[config.mk]
export PLATFORM = sky130hd
export DESIGN_NAME = rv_regfile_sb
export DESIGN_NICKNAME = d
export VERILOG_FILES = /design/src/rtl/rv_regfile_sb.sv
export SDC_FILE = /design/constraint.sdc
export NUM_CORES = 2
export LEC_CHECK = 0
export BUFFER_PORTS_ARGS = -buffer_cell sky130_fd_sc_hd__buf_2
export CELL_PAD_IN_SITES_DETAIL_PLACEMENT = 0
export CELL_PAD_IN_SITES_GLOBAL_PLACEMENT = 1
export CORE_MARGIN = 1
export CORE_UTILIZATION = 58
export DETAILED_ROUTE_END_ITERATION = 8
export MAX_ROUTING_LAYER = met4
export PLACE_DENSITY = 0.91
export SETUP_SLACK_MARGIN = 0.2
export SLEW_MARGIN = 25
export SYNTH_ARGS = -nofsm -noshare
export SYNTH_HDL_FRONTEND = slang
export SYNTH_SLANG_ARGS = --single-unit
[constraint.sdc]
create_clock -name clk -period 64.2 [get_ports clk]
set_input_delay 12.84 -clock clk [delete_from_list [all_inputs] [get_ports clk]]
set_output_delay 12.84 -clock clk [all_outputs]
set_load 0.02 [all_outputs]
[src/rtl/rv_regfile_sb.sv]
// rv_regfile_sb: RISC-V integer register file with an integrated busy-bit
// scoreboard. NRD combinational read ports, one write port, optional
// write-to-read forwarding, and per-register busy tracking for hazard checks.
// x0 reads as zero, is never written and never becomes busy.
module rv_regfile_sb #(
  parameter int XLEN   = 32,
  parameter int NREG   = 32,
  parameter int AW     = $clog2(NREG),
  parameter int NRD    = 2,
  parameter int BYPASS = 1
) (
  input  logic                clk,
  input  logic                rst,
  input  logic                wen,
  input  logic [AW-1:0]       waddr,
  input  logic [XLEN-1:0]     wdata,
  input  logic [NRD*AW-1:0]   raddr,
  output logic [NRD*XLEN-1:0] rdata,
  output logic [NRD-1:0]      rbusy,
  input  logic                iss_valid,
  input  logic [AW-1:0]       iss_rd,
  output logic                iss_ready,
  input  logic                flush,
  output logic [AW:0]         n_busy
);

  localparam logic BYP_EN = (BYPASS != 0);

  // Architectural state
  logic [XLEN-1:0] rf [NREG];
  logic [NREG-1:0] busy;
  logic [NREG-1:0] busy_next;
  logic [NREG-1:0] busy_eff;

  // Qualified writeback: x0 writes are dropped. Gating with rst keeps the
  // forwarding path quiet while reset is held, so all reads return zero.
  logic wr_ok;
  assign wr_ok = wen & ~rst & (waddr != '0);

  // Issue qualification: an issue only takes effect when the destination is
  // free (after forwarding) and no squash is in progress.
  logic set_ok;
  assign set_ok = iss_valid & iss_ready & (iss_rd != '0) & ~flush;

  // Effective busy: a register being written back this cycle is treated as
  // already free when forwarding is enabled.
  for (genvar gi = 0; gi < NREG; gi++) begin : g_busy_eff
    assign busy_eff[gi] = busy[gi] & ~(BYP_EN & wr_ok & (waddr == AW'(gi)));
  end

  // Read ports: x0 is constant zero; a matching writeback is forwarded when
  // enabled, otherwise the stored value is returned.
  for (genvar gi = 0; gi < NRD; gi++) begin : g_rd
    logic [AW-1:0] ra;
    logic          hit;
    assign ra  = raddr[gi*AW +: AW];
    assign hit = BYP_EN & wr_ok & (waddr == ra);
    assign rdata[gi*XLEN +: XLEN] = (ra == '0) ? '0 :
                                    hit        ? wdata : rf[ra];
    assign rbusy[gi] = (ra != '0) & busy_eff[ra];
  end

  // A destination is free when it is x0 or not (effectively) busy.
  assign iss_ready = (iss_rd == '0) | ~busy_eff[iss_rd];

  // Register array write; x0 is never written so it stays zero after reset.
  always_ff @(posedge clk or posedge rst) begin
    if (rst) begin
      for (int i = 0; i < NREG; i++) begin
        rf[i] <= '0;
      end
    end else if (wr_ok) begin
      rf[waddr] <= wdata;
    end
  end

  // Busy next-state: flush wins over everything; otherwise the clear from
  // writeback is applied first and the set from issue second, so a same-
  // register clear/set leaves the bit set for the new producer.
  always_comb begin
    busy_next = busy;
    if (flush) begin
      busy_next = '0;
    end else begin
      if (wr_ok) begin
        busy_next[waddr] = 1'b0;
      end
      if (set_ok) begin
        busy_next[iss_rd] = 1'b1;
      end
    end
  end

  // Busy register with asynchronous clear.
  always_ff @(posedge clk or posedge rst) begin
    if (rst) begin
      busy <= '0;
    end else begin
      busy <= busy_next;
    end
  end

  // Population count of the registered busy vector.
  always_comb begin
    n_busy = '0;
    for (int i = 0; i < NREG; i++) begin
      n_busy = n_busy + (AW+1)'(busy[i]);
    end
  end

endmodule

==> Word-level counts from Yosys, hierarchy flattened <==
Cells that the tools add are included.
{ "classes": {"addsub": 31, "bitwise_logic": 115, "magnitude_cmp": 10, "n_mux": 27, "eq_ne": 33, "n_reduce_logical": 11} }
{ "ops": {"columns": ["operator", "count"], "rows": [
  ["1024-bit bitwise mux", 1],
  ["32-bit 2-to-1 mux", 13],
  ["32-bit binary-select mux with 5-bit select", 2],
  ["6-bit by 1-bit adder with 6-bit output", 28],
  ["32-bit demux with 5-bit select", 1],
  ["5-bit equality test (second input constant)", 16],
  ["1-bit bitwise AND", 73],
  ["5-bit by 4-bit equality test with 1-bit output (second input constant)", 8],
  ["1-bit inverter", 35],
  ["32-bit bitwise AND", 1],
  ["32-bit inverter", 1],
  ["32-bit OR", 1],
  ["5-bit by 6-bit < comparator with 1-bit output (second input constant)", 4],
  ["5-bit by 3-bit equality test with 1-bit output (second input constant)", 4],
  ["5-bit zero test", 4],
  ["5-bit nonzero test", 4],
  ["6-bit >= comparator (second input constant)", 3],
  ["5-bit inverter with 6-bit output", 3],
  ["1-bit binary-select mux with 5-bit select", 3],
  ["1-bit demux with 5-bit select", 2],
  ["5-bit by 2-bit equality test with 1-bit output (second input constant)", 2],
  ["5-bit equality test", 2],
  ["5-bit by 1-bit >= comparator with 1-bit output (second input constant)", 2],
  ["6-bit by 1-bit < comparator with 1-bit output (second input constant)", 1],
  ["7 further kinds", 13]
]} }
{ "word_totals": {"inputBits": 57, "regBits": 1056} }

==> Depth between registers and ports, before layout <==
{ "depth": {"depth_word": 31, "ltp_mapped": 17} }

==> Least setup slack after synthesis <==
OpenSTA, ideal clock, no wires.
{ "synth_timing": {"path_type": "input-to-output", "from": "input port raddr[0]", "to": "output port rbusy[0]", "cell_stages": 8, "t_arrival_ps": 15158, "slack_ps": 36202, "cell_sequence": "clkbuf_1 buf_2 buf_2 buf_2 mux4_2 mux2i_1 nor2_1 o41ai_1"} }
{ "synth_between": {"elab_chain_cells": 3, "word_cells_on_any_way": 4, "cone_classes": "2 x mux; 1 x bitwise; 1 x reduce/logical"} }
{ "synth_rtl": {"columns": ["item", "line", "text"], "rows": [
  ["from (decl)", "17", "input logic [NRD*AW-1:0] raddr,"],
  ["1-bit binary-select mux with 5-bit select", "60", "assign rbusy[gi] = (ra != '0) & busy_eff[ra];"],
  ["1-bit 2-to-1 mux (implied by the code)", "60", null],
  ["1-bit bitwise AND *", "60", null],
  ["to (decl)", "19", "output logic [NRD-1:0] rbusy,"]
]} }
Mark *: on every way between the ends. The rest lies on a longest branch, timed or not. The select of a mux whose other input is x is not followed.

==> Worst setup path after layout <==
{ "layout_timing": {"from": "input port raddr[6]", "to": "output port rdata[52]"} }
{ "layout_between": {"elab_chain_cells": 6, "word_cells_on_any_way": 9, "cone_classes": "1 x eq/ne; 5 x mux; 2 x bitwise; 1 x reduce/logical"} }
{ "layout_rtl": {"columns": ["item", "line", "text"], "rows": [
  ["5-bit inverter with 6-bit output (implied by the code)", "59", "hit ? wdata : rf[ra];"],
  ["32-bit binary-select mux with 5-bit select", "59", null],
  ["32-bit 2-to-1 mux (implied by the code) (2 in series)", "59", null],
  ["32-bit 2-to-1 mux", "59", null],
  ["32-bit 2-to-1 mux *", "58", "assign rdata[gi*XLEN +: XLEN] = (ra == '0) ? '0 :"],
  ["to (decl)", "18", "output logic [NRD*XLEN-1:0] rdata,"]
]} }
Marks and branches as above.

==> flow_metrics.tcl <==
set metrics [dict create \
    final_util 0.640 \
    sequentialPowerShare 0.458 \
    layout_cells_excl_fill 5162 \
    most-common-layout-cells "sky130_fd_sc_hd__dfrtp_1, sky130_fd_sc_hd__mux2_2, sky130_fd_sc_hd__mux4_2, sky130_fd_sc_hd__nand2_1, sky130_fd_sc_hd__a211oi_1" \
    timing.critical_path.required_ns 51.36 \
    critical_path.startpoint_type "primary input" \
    number_of_detailed_route_iterations_in_the_first_pass 7 \
    placeableCoreArea_um2 98900 \
    final_layout_size_suffix_gt1_frac 0.506 \
    die-height_um 319 \
    setup_tns_ns 0 \
    powerDensity_nw_per_um2 28.0 \
    yosys_register_bits 1056 \
    layout_commonest_cell "sky130_fd_sc_hd__dfrtp_1" \
    initial_utilization 0.589 \
    antenna_found_initial 1 \
    worstHoldEndpoint "rf[1001]$_DFFE_PP0P_" \
    grt_setup_unrepaired "no" \
    detail_route.drc_violations 0 \
    final.min_clock_period_ns 29.94 \
    netlist_instances 3926 \
    gp_congestion 0.896 \
    switching_share 0.264 \
    grt_pass1_wl_mm 248 \
    wirelength_mm 163 \
    synth_fp_nets 4015 \
    worstMarginPinSlew_ns 1.13 \
    grt_max_degree 190 \
    ys_dominant_reg_cell "sky130_fd_sc_hd__dfrtp_1" \
    postCtsResizedCells 0 \
    viasPerCell 7.12 \
    cts_tree "built" \
    worst_hold_slack_ns 0.394 \
    cts-root-to-sink-buffers 3 \
    detailedPlacementHpwl_mm 86.5 \
    crit-reg2reg-capture "busy[1]$_DFF_PP0_" \
    yosys_warnings 0 \
    areaGrowthSynthToFinish_pct 8.73 \
    timing_hold_violations_final 0 \
    clock-skew-final_ns 0.00933 \
    htreeDepth 3 \
    fraction_of_power_consumed_by_the_clock_network 0.368 \
    timing_max_transition_violations_final 0 \
    std_cell_rows 115 \
    postRouteAntennaNets 0 \
    fin_crit_sh 0.466 \
    synth.yosys.seq_area_share 0.454 \
    crit-reg2reg-launch "busy[17]$_DFF_PP0_" \
    placed_cells_incl_taps 4953 \
    globalRouteTotalUtil 0.338 \
    timing.final.setup_violations 0 \
    normalized_max_slew_margin 0.245 \
    rr_worst_depth 8 \
    intPower_mw 1.30 \
    timing_worst_setup_path_type "primary input to output port" \
    synth.avg_cell_area_um2 14.8 \
    run_status "complete, no violations" \
    cts_root_buffer "sky130_fd_sc_hd__clkbuf_16" \
    die_w_um 319 \
    synth_cell_type_count 63 \
    leakagePower_nw 28.4 \
    num-nets-final 3871 \
    regToRegSetupSlack_ns 61.63 \
    max-vdd-ir-drop_mv 0.0211 \
    hold_path_depth 0 \
    die_area_um2 102000 \
    via_count_of_the_first_global_routing_pass 37900 \
    synth_edf_count 0 \
    crit_path_end_kind "output port" \
    post_cts_hold_fix_bufs 0 \
    min_from "rf[1001]$_DFFE_PP0P_" \
    syn-cell-area_um2 58200 \
    global_route.overflow_total 0 \
    iter_0_drt_violations 3999 \
    cts.repair_timing.setup_buffer_count 0 \
    max_cap_viol_count 0 \
    numCtsBuffers 111 \
    fmax_mhz 33.4 \
    synth_async_sr_flop_share 1.00 \
    hold_path_class "flip-flop to flip-flop" \
    port_buffers 129 \
    crit_path_max_fanout 78 \
    combPwrFrac 0.174 \
    worstSkewPairLatency_ns 0.67 \
    data_arrival_time_at_the_worst_slack_endpoint_ns 17.10 \
    detail_route.wl_per_cell_um 31.5 \
    clock_sinks 1056 \
    vias 36700 \
    clk_pin_slew_ns 0.06 \
    top_level_ports 130 \
    total_switching_power_uw 466 \
]
==> state kept, by name (all words and copies together), names as in the netlist <==
name	count
busy	32
rf	1024
==> power by group through the flow <==
stage	sequential (mW)	clock [mW]	combinational, mW
after floorplan	0.800	0	0.247
after global placement	0.812	0	0.298
after detailed placement	0.819	0	0.306
after CTS	0.808	0.656	0.308
after global routing	0.820	0.683	0.329
final	0.811	0.650	0.308
==> layer usage <==
layer / track usage / share of wire
met1: 0.459 / 0.40
met2: 0.518 / 0.48
met3: 0.0579 / 0.080
met4: 0.121 / 0.038
met5: - / 0
==> metrics by stage <==
step	instance area (µm²)	power, mW	worst slack, ns
finish	63300	1.77	34.26
global route	63300	1.83	33.92
CTS	63100	1.77	34.24
detailed placement	59400	1.13	34.25
global placement	59400	1.11	34.30
floorplan	58200	1.05	21.39
==> logic make-up after synthesis <==
group	count (synthesis)	synth area share
XOR/XNOR	15	0.00226
buffers and inverters	507	0.0354
AND/OR/NAND/NOR	441	0.0343
multiplexers	1643	0.435
adder cells (fa/ha/maj)	32	0.00998
AO/OA/AOI/OAI	232	0.0287
flip-flops	1056	0.454
==> final cells by class <==
type,count,area [µm²]
tap,1287,1610
timing repair buffer,191,1340
inverter,59,234
multi-input combinational,2363,30000
antenna,1,2.50
sequential,1056,26400
fill,6933,35600
clock inverter,37,402
clock buffer,168,3300
==> synthesized netlist by cell type, types with 31 or more instances <==
| cell | instances | share of area |
|---|---|---|
| sky130_fd_sc_hd__buf_2 | 81 | 0.0070 |
| sky130_fd_sc_hd__buf_1 | 47 | 0.0030 |
| sky130_fd_sc_hd__clkbuf_1 | 312 | 0.020 |
| sky130_fd_sc_hd__mux2i_1 | 97 | 0.017 |
| sky130_fd_sc_hd__dfrtp_1 | 1056 | 0.45 |
| sky130_fd_sc_hd__a211oi_1 | 120 | 0.015 |
| sky130_fd_sc_hd__a21oi_1 | 43 | 0.0037 |
| sky130_fd_sc_hd__nor2_1 | 87 | 0.0056 |
| sky130_fd_sc_hd__mux2_2 | 930 | 0.18 |
| sky130_fd_sc_hd__inv_1 | 59 | 0.0038 |
| sky130_fd_sc_hd__nand2_1 | 242 | 0.016 |
| sky130_fd_sc_hd__mux4_2 | 616 | 0.24 |
| sky130_fd_sc_hd__o32ai_1 | 31 | 0.0047 |
==> critical path: stages <==
cell and delay, ns:
sky130_fd_sc_hd__buf_8 0.54, sky130_fd_sc_hd__buf_4 0.93, sky130_fd_sc_hd__buf_4 0.88, sky130_fd_sc_hd__mux4_2 0.40
sky130_fd_sc_hd__nor2b_1 0.14, sky130_fd_sc_hd__a211oi_1 0.27, sky130_fd_sc_hd__a21oi_1 0.08, sky130_fd_sc_hd__mux2i_1 0.54
sky130_fd_sc_hd__a211oi_1 0.16, sky130_fd_sc_hd__buf_2 0.20
==> how the worst max path moves through the flow <==
| stage | start | slack (ns) | endpoint |
|---|---|---|---|
| detailed placement | raddr[5] | 34.25 | rdata[52] |
| global route | raddr[5] | 33.92 | rdata[52] |
| floorplan | rst | 21.39 | busy[0]$_DFF_PP0_ |
| finish | raddr[6] | 34.26 | rdata[52] |
| global placement | raddr[5] | 34.30 | rdata[52] |
| CTS | raddr[5] | 34.24 | rdata[52] |
Note: power is estimated with default switching activity, not from simulation.
